<file path="config.mk">
export PLATFORM = sky130hd
export DESIGN_NAME = conv_mac_scheduler
export DESIGN_NICKNAME = d
export VERILOG_FILES = /design/src/rtl/conv_pkg.sv /design/src/rtl/conv_res_fifo.sv /design/src/rtl/conv_mac_scheduler.sv
export SDC_FILE = /design/constraint.sdc
export NUM_CORES = 1
export LEC_CHECK = 0
export ABC_AREA = 1
export CAP_MARGIN = 20
export CORE_ASPECT_RATIO = 0.8
export CORE_MARGIN = 10
export CORE_UTILIZATION = 40
export CTS_CLUSTER_SIZE = 24
export DETAILED_ROUTE_END_ITERATION = 10
export HOLD_SLACK_MARGIN = 0.15
export PLACE_DENSITY = 0.55
export SLEW_MARGIN = 20
export SYNTH_ARGS = -nofsm -noshare
export SYNTH_HDL_FRONTEND = slang
export SYNTH_SLANG_ARGS = --single-unit
</file>
<file path="constraint.sdc">
create_clock -name clk -period 3 [get_ports clk]
set_input_delay 0.3 -clock clk [delete_from_list [all_inputs] [get_ports clk]]
set_output_delay 0.3 -clock clk [all_outputs]
set_load 0.05 [all_outputs]
</file>
<file path="src/rtl/conv_pkg.sv">
// Shared types and defaults for the convolution MAC scheduler.
//   state_t : scheduler FSM states
//   tag_t   : per-chunk tag carried alongside the SRAM/MAC pipeline
//   *_DEF   : default widths/depths used by the top and the result FIFO
package conv_pkg;

    typedef enum logic [1:0] {
        ST_IDLE  = 2'd0,
        ST_ISSUE = 2'd1,
        ST_DRAIN = 2'd2,
        ST_FIN   = 2'd3
    } state_t;

    localparam int unsigned OFM_W_DEF     = 13;
    localparam int unsigned ACC_W_DEF     = 17;
    localparam int unsigned OUT_DEPTH_DEF = 4;

    typedef struct packed {
        logic v;      // chunk valid
        logic first;  // first chunk of a pixel: restart accumulation
        logic last;   // last chunk of a pixel: push result
    } tag_t;

endpackage

</file>
<file path="src/rtl/conv_res_fifo.sv">
// Synchronous result FIFO with occupancy count.
// Ports:
//   clk, rst_n     clock, asynchronous active-low reset
//   push/push_data write side (caller guarantees no push when full)
//   pop            read side, caller qualifies with valid
//   pop_data       head entry, 0 when empty
//   valid          FIFO not empty
//   count          current occupancy (0..DEPTH)
module conv_res_fifo #(
    parameter int unsigned WIDTH = 17,
    parameter int unsigned DEPTH = 4
) (
    input  logic                       clk,
    input  logic                       rst_n,
    input  logic                       push,
    input  logic [WIDTH-1:0]           push_data,
    input  logic                       pop,
    output logic [WIDTH-1:0]           pop_data,
    output logic                       valid,
    output logic [$clog2(DEPTH):0]     count
);

    localparam int unsigned AW = $clog2(DEPTH);

    logic [WIDTH-1:0] mem [DEPTH];
    logic [AW-1:0]    wr_ptr;
    logic [AW-1:0]    rd_ptr;
    logic             do_pop;

    assign valid    = (count != '0);
    assign do_pop   = pop && valid;
    assign pop_data = valid ? mem[rd_ptr] : '0;

    always_ff @(posedge clk) begin
        if (push) begin
            mem[wr_ptr] <= push_data;
        end
    end

    always_ff @(posedge clk or negedge rst_n) begin
        if (!rst_n) begin
            wr_ptr <= '0;
            rd_ptr <= '0;
            count  <= '0;
        end else begin
            if (push) begin
                wr_ptr <= wr_ptr + 1'b1;
            end
            if (do_pop) begin
                rd_ptr <= rd_ptr + 1'b1;
            end
            unique case ({push, do_pop})
                2'b10:   count <= count + 1'b1;
                2'b01:   count <= count - 1'b1;
                default: count <= count;
            endcase
        end
    end

endmodule

</file>
<file path="src/rtl/conv_mac_scheduler.sv">
// Sequencer for the 32-lane 4-bit convolution MAC array.
// Issues one IFM/weight chunk read per cycle, tracks chunks through the
// SRAM + MAC latency with a tag pipe, accumulates K partial sums per pixel
// and queues finished pixels in a small FIFO toward writeback.
// Ports:
//   clk, rst_n                    clock, asynchronous active-low reset
//   start, cfg_num_pix/chunk      job start (IDLE only) and job shape
//   busy, done                    job status, done is a one-cycle pulse
//   ifm_rd_en/addr, wgt_rd_en/addr SRAM read requests
//   mac_in_valid/weight_valid     MAC register loads (rd_en delayed RD_LAT)
//   mac_ofm                       MAC partial sum
//   res_valid/ready/data          result stream (FIFO head)
//   stall_cnt                     credit-stall cycles
// Optional: define CONV_SCHED_STALL_CNT_EN to build the stall counter;
// otherwise stall_cnt is tied to 0.
module conv_mac_scheduler
    import conv_pkg::*;
#(
    parameter int unsigned RD_LAT    = 1,
    parameter int unsigned MAC_LAT   = 4,
    parameter int unsigned OFM_W     = OFM_W_DEF,
    parameter int unsigned ACC_W     = ACC_W_DEF,
    parameter int unsigned IFM_AW    = 12,
    parameter int unsigned WGT_AW    = 4,
    parameter int unsigned OUT_DEPTH = OUT_DEPTH_DEF
) (
    input  logic              clk,
    input  logic              rst_n,
    input  logic              start,
    input  logic [7:0]        cfg_num_pix,
    input  logic [3:0]        cfg_num_chunk,
    output logic              busy,
    output logic              done,
    output logic              ifm_rd_en,
    output logic [IFM_AW-1:0] ifm_rd_addr,
    output logic              wgt_rd_en,
    output logic [WGT_AW-1:0] wgt_rd_addr,
    output logic              mac_in_valid,
    output logic              mac_weight_valid,
    input  logic [OFM_W-1:0]  mac_ofm,
    output logic              res_valid,
    input  logic              res_ready,
    output logic [ACC_W-1:0]  res_data,
    output logic [15:0]       stall_cnt
);

    localparam int unsigned PIPE_D = RD_LAT + MAC_LAT;
    localparam int unsigned CW     = $clog2(OUT_DEPTH) + 1;
    localparam logic [CW-1:0] CREDIT_MAX = CW'(OUT_DEPTH);

    state_t            state;
    logic [7:0]        n_pix;
    logic [7:0]        pix;
    logic [3:0]        n_chunk;
    logic [3:0]        k;
    logic [IFM_AW-1:0] addr_cnt;
    logic              rd_en_q;
    logic              first_q;
    logic              last_q;
    logic [CW-1:0]     credit;
    logic              issue_now;
    logic              first_issue;
    logic              pop;
    logic              pipe_busy;

    tag_t              pipe [PIPE_D];
    tag_t              tail;
    logic [ACC_W-1:0]  acc;
    logic [ACC_W-1:0]  ofm_ext;
    logic [ACC_W-1:0]  sum;
    logic              push;
    logic [CW-1:0]     fifo_count;

    assign ifm_rd_en = rd_en_q;
    assign wgt_rd_en = rd_en_q;

    // Credit covers pixels in flight plus FIFO occupancy; only a pixel's first
    // chunk needs it, later chunks of a started pixel always go.
    assign issue_now   = (state == ST_ISSUE) && ((k != '0) || (credit < CREDIT_MAX));
    assign first_issue = issue_now && (k == '0);
    assign pop         = res_valid && res_ready;

    always_comb begin
        pipe_busy = rd_en_q;
        for (int unsigned i = 0; i < PIPE_D; i++) begin
            pipe_busy = pipe_busy | pipe[i].v;
        end
    end

    always_ff @(posedge clk or negedge rst_n) begin
        if (!rst_n) begin
            state       <= ST_IDLE;
            busy        <= 1'b0;
            done        <= 1'b0;
            n_pix       <= '0;
            n_chunk     <= '0;
            pix         <= '0;
            k           <= '0;
            addr_cnt    <= '0;
            rd_en_q     <= 1'b0;
            first_q     <= 1'b0;
            last_q      <= 1'b0;
            ifm_rd_addr <= '0;
            wgt_rd_addr <= '0;
        end else begin
            done    <= 1'b0;
            rd_en_q <= 1'b0;
            first_q <= 1'b0;
            last_q  <= 1'b0;
            unique case (state)
                ST_IDLE: begin
                    if (start) begin
                        busy     <= 1'b1;
                        n_pix    <= cfg_num_pix;
                        n_chunk  <= cfg_num_chunk;
                        pix      <= '0;
                        k        <= '0;
                        addr_cnt <= '0;
                        if ((cfg_num_pix == '0) || (cfg_num_chunk == '0)) begin
                            state <= ST_FIN;
                            done  <= 1'b1;
                        end else begin
                            state <= ST_ISSUE;
                        end
                    end
                end
                ST_ISSUE: begin
                    if (issue_now) begin
                        rd_en_q     <= 1'b1;
                        ifm_rd_addr <= addr_cnt;
                        wgt_rd_addr <= WGT_AW'(k);
                        addr_cnt    <= addr_cnt + 1'b1;
                        first_q     <= (k == '0);
                        last_q      <= (k == n_chunk - 4'd1);
                        if (k == n_chunk - 4'd1) begin
                            k   <= '0;
                            pix <= pix + 8'd1;
                            if (pix == n_pix - 8'd1) begin
                                state <= ST_DRAIN;
                            end
                        end else begin
                            k <= k + 4'd1;
                        end
                    end
                end
                ST_DRAIN: begin
                    // rd_en_q covers the final chunk before it enters the pipe.
                    if (!pipe_busy && !res_valid) begin
                        state <= ST_FIN;
                        done  <= 1'b1;
                    end
                end
                ST_FIN: begin
                    busy  <= 1'b0;
                    state <= ST_IDLE;
                end
                default: state <= ST_IDLE;
            endcase
        end
    end

    always_ff @(posedge clk or negedge rst_n) begin
        if (!rst_n) begin
            credit <= '0;
        end else begin
            unique case ({first_issue, pop})
                2'b10:   credit <= credit + 1'b1;
                2'b01:   credit <= credit - 1'b1;
                default: credit <= credit;
            endcase
        end
    end

    // Tag pipe: stage i holds the chunk whose rd_en was high i+1 cycles ago,
    // so the last stage lines up with its mac_ofm.
    always_ff @(posedge clk or negedge rst_n) begin
        if (!rst_n) begin
            for (int unsigned i = 0; i < PIPE_D; i++) begin
                pipe[i] <= '0;
            end
        end else begin
            pipe[0] <= '{v: rd_en_q, first: first_q, last: last_q};
            for (int unsigned i = 1; i < PIPE_D; i++) begin
                pipe[i] <= pipe[i-1];
            end
        end
    end

    generate
        if (RD_LAT == 0) begin : g_mv_direct
            assign mac_in_valid     = rd_en_q;
            assign mac_weight_valid = rd_en_q;
        end else begin : g_mv_pipe
            assign mac_in_valid     = pipe[RD_LAT-1].v;
            assign mac_weight_valid = pipe[RD_LAT-1].v;
        end
    endgenerate

    assign tail    = pipe[PIPE_D-1];
    assign ofm_ext = {{(ACC_W-OFM_W){1'b0}}, mac_ofm};
    assign sum     = tail.first ? ofm_ext : (acc + ofm_ext);
    assign push    = tail.v && tail.last;

    always_ff @(posedge clk or negedge rst_n) begin
        if (!rst_n) begin
            acc <= '0;
        end else if (tail.v) begin
            acc <= sum;
        end
    end

    conv_res_fifo #(
        .WIDTH (ACC_W),
        .DEPTH (OUT_DEPTH)
    ) u_fifo (
        .clk       (clk),
        .rst_n     (rst_n),
        .push      (push),
        .push_data (sum),
        .pop       (pop),
        .pop_data  (res_data),
        .valid     (res_valid),
        .count     (fifo_count)
    );

`ifdef CONV_SCHED_STALL_CNT_EN
    logic [15:0] stall_q;

    always_ff @(posedge clk or negedge rst_n) begin
        if (!rst_n) begin
            stall_q <= '0;
        end else if ((state == ST_IDLE) && start) begin
            stall_q <= '0;
        end else if ((state == ST_ISSUE) && !issue_now && (stall_q != 16'hFFFF)) begin
            stall_q <= stall_q + 16'd1;
        end
    end

    assign stall_cnt = stall_q;
`else
    assign stall_cnt = '0;
`endif

endmodule

</file>
==> key figures <==
Worst setup path
  • Worst-path cell chain: buf_4 > nor2_1 > nor2_1 > o21ai_0 > a21oi_1 > buf_4
  • Worst path slowest cell: dfrtp_1
  • CP Data Arrival Time: approximately 2.2 ns
  • Startpoint types: flop
  • Flop-to-flop setup slack: ~0.62 ns
  • CP Capture Type: output pin
  • R2R cell count: 8
  • Critical path class: flop to output pin
  • Required time worst endpoint: 2.70 ns
  • Crit path largest cell delay: around 0.58 ns
  • Max FO, Critical Path: 26

Detailed routing
  • Post-DRT Antenna Nets: 0
  • Met2 routed WL: 8500 µm
  • Max layer used: met4
  • DRT iter0 DRCs: around 460
  • Metal3 WL: just over 1000 µm
  • Final routed DRC violation total: 0
  • Vias per cell: between 4 and 5
  • Routed wire length: between 15,000 and 20,000 µm
  • Vias post-DR: 6,273
  • WL met1: between 9000 and 10,000 µm
  • WL/cell: 14.9 µm
  • Drt pass-1 iters: 5

Power and ir drop
  • Pwr Density: ~1100 nW/µm²
  • LEAKAGE: about 4.4 nW
  • Worst vdd ir: a little over 0.7 mV

Synth
  • Register area share after synthesis: between 50% and 60%
  • Ys flop type: dfrtp_1
  • Cell variety after synth: 42
  • Synth top area share: 29.9%
  • #FFs+latches synth: roughly 170
  • Ys async rst share: around three fifths
  • Yosys warns: 0
  • Syn Std Cell Area: between 8000 and 9000 µm²
  • Largest area contributor in the netlist: dfrtp_1
  • Top area cells in the synthesized netlist: dfrtp_1 30%, edfxtp_1 24%, nand2_1 8.3%
  • Mapped Cells: roughly 940
  • Syn_area_per_cell: between 9 and 10 µm²
  • EDFF count, synth: about 70

GRT
  • Initial antenna violation count: 0
  • Pin count of the biggest net entering global routing: 52
  • Total grt overflow: 0
  • First-pass GRT wire length: between 30,000 and 40,000 µm
  • Vias in the first global route: between 5,000 and 6,000
  • Gr usage total: 14.4%

Timing
  • Worst Skew: 0.0121 ns
  • Setup TNS: 0 ns
  • Tcrit/Tclk final: just over 80%
  • Final hold violations: 0
  • Slew Viols, Final: 0
  • Fmax: between 400 and 500 MHz
  • Unrepaired setup endpoints after global routing: no
  • Min Tclk post-route: roughly 2.5 ns
  • Worst-Margin Slew: around 0.69 ns
  • Relative slew slack: between 50% and 60%
  • # setup viols final: 0

Final layout
  • Share of layout cells above drive strength 1: 8.02%
  • N_diodes: 0
  • Final Non-Filler Cells: about 1,300
  • Fill count: approximately 2,000
  • Final nets: 1,071
  • Area grow syn2layout: 18.0%

Place
  • I/O Buffers: 68
  • Final Wtd Congestion: between 0.8 and 0.9
  • HPWL Detailed: roughly 14,000 µm
  • Placed insts: ~1,300

Hold path
  • WHS Path Cells: 0
  • Hold crit path type: flop to flop

Die
  • # rows: 47
  • Die Span Y: ~150 µm
  • Core area: around 21,000 µm²
  • Starting Density: between 40% and 50%
  • Ports: 85
  • Die width: between 150 and 200 µm
  • Die area: between 20,000 and 30,000 µm²

Clock network
  • Clk buf depth: 2
  • Clock Latency Late Sink: 0.43 ns
  • Root Buffer: clkbuf_16
  • CTS Buf Count: 17
  • Post-CTS setup buffers: 0
  • Clock sinks: between 150 and 200
  • CTS tree: yes
  • H-tree depth: 4
  • Worst-path clk slew: approximately 0.070 ns

Status
  • Status: complete, no violations

Flow run
  • Maxcap violations: 0
==> layout by cell type, fill, tap and decap left out, types with 3 or more instances in the layout <==
| cell | n |
|---|---|
| ha_1 | 29 |
| o21ai_1 | 3 |
| o21ai_0 | 92 |
| xor2_1 | 17 |
| inv_1 | 83 |
| and2_1 | 3 |
| bufinv_16 | 3 |
| inv_2 | 4 |
| nor2_2 | 3 |
| o31ai_1 | 6 |
| fa_1 | 3 |
| nor2_1 | 129 |
| clkbuf_16 | 17 |
| buf_4 | 32 |
| dfrtp_1 | 101 |
| a31oi_1 | 7 |
| conb_1 | 16 |
| nand4_1 | 21 |
| edfxtp_1 | 68 |
| clkdlybuf4s50_1 | 50 |
| or2_2 | 3 |
| xnor2_1 | 12 |
| nor3_1 | 11 |
| a21oi_1 | 39 |
| nand3_1 | 44 |
| nand2_1 | 188 |
| nand3b_1 | 7 |
| inv_6 | 6 |
==> through the flow <==
stage                     util (%)  total power [W]  cell area (µm²)  setup WS (ns)  hold slack (ns)
after CTS                     48.1           0.0108             9980          0.543            0.348
after global placement        45.0          0.00845             9340          0.420            0.333
after detailed placement      45.0          0.00848             9340          0.357            0.335
after global routing          48.1           0.0116             9980          0.351            0.354
final                         48.1           0.0108             9980          0.543            0.346
after floorplan                  -          0.00712             8510          0.478          0.00441
==> final timing paths <==
path,from,to
worst min register to register,pipe[12],pipe[9]
worst max-delay path,u_fifo.rd_ptr[0],res_data[6]
worst max register to register,state[1],addr_cnt[11]
worst min-delay path,pipe[12],pipe[9]
max in group asynchronous,rst_n,acc[11]
min in group asynchronous,rst_n,u_fifo.count[1]
==> timing repair <==
| item | 4_1_cts | 5_1_grt |
|---|---|---|
| hold endpoints to repair | 50 | 0 |
| gates resized for setup | 0 | 0 |
| hold buffers | 1 | 0 |
==> sequential cells by signal, indices dropped and copies added, names as in the netlist, 2 cells and up <==
name           cells
acc               17
addr_cnt          12
credit             3
ifm_rd_addr       12
k                  4
n_chunk            4
n_pix              8
pipe              14
pix                8
state              2
u_fifo.count       3
u_fifo.mem        68
u_fifo.rd_ptr      2
u_fifo.wr_ptr      2
wgt_rd_addr        4
==> Yosys cell counts, types with 11 or more instances <==
cell type / number
a21oi_1: 39
buf_4: 18
clkbuf_1: 13
dfrtp_1: 101
edfxtp_1: 68
ha_1: 29
inv_1: 83
nand2_1: 188
nand3_1: 44
nand4_1: 21
nor2_1: 129
nor3_1: 11
o21ai_0: 92
xnor2_1: 12
xor2_1: 17
==> power breakdown <==
part           internal, W  switching [W]
clock network      0.00135       0.000986
registers          0.00306       0.000338
logic              0.00154        0.00349
total              0.00595        0.00481
==> logic make-up (layout without fill, tap and decap cells) <==
| logic type | Yosys count | after routing | share of synthesized area, % |
|---|---|---|---|
| AO/OA/AOI/OAI | 153 | 153 | 9.66 |
| XOR/XNOR | 29 | 29 | 3.00 |
| adder cells (fa/ha/maj) | 32 | 32 | 5.00 |
| buffers and inverters | 134 | 205 | 7.15 |
| flip-flops | 169 | 169 | 54.0 |
| other | 1 | 16 | 0.0444 |
| AND/OR/NAND/NOR | 419 | 419 | 21.1 |
==> area by class of cell <==
| type | instances | area, µm² | area share (%) |
|---|---|---|---|
| clock buffers | 18 | 429 | 4.30 |
| clock inverters | 14 | 203 | 2.03 |
| inverters | 89 | 334 | 3.35 |
| multi-input cells | 649 | 3340 | 33.4 |
| flip-flops and latches | 169 | 4570 | 45.8 |
| well taps | 269 | 337 | 3.37 |
| repair buffers | 84 | 771 | 7.72 |
==> critical path: cells and delay by family, from the launching register on <==
| family | cells | cell delay [ns] |
|---|---|---|
| compound gates | 2 | 0.33 |
| buf+inv | 2 | 0.62 |
| flops | 1 | 0.58 |
| simple gates | 2 | 0.19 |
==> per-layer routing <==
| metal | up-vias | track usage (%) |
|---|---|---|
| li1 | 3210 | - |
| met1 | 2910 | 20.4 |
| met2 | 135 | 21.0 |
| met3 | 18 | 3.74 |
| met4 | 0 | 4.34 |
| met5 | - | 0 |
Note: power is estimated with default switching activity, not from simulation.
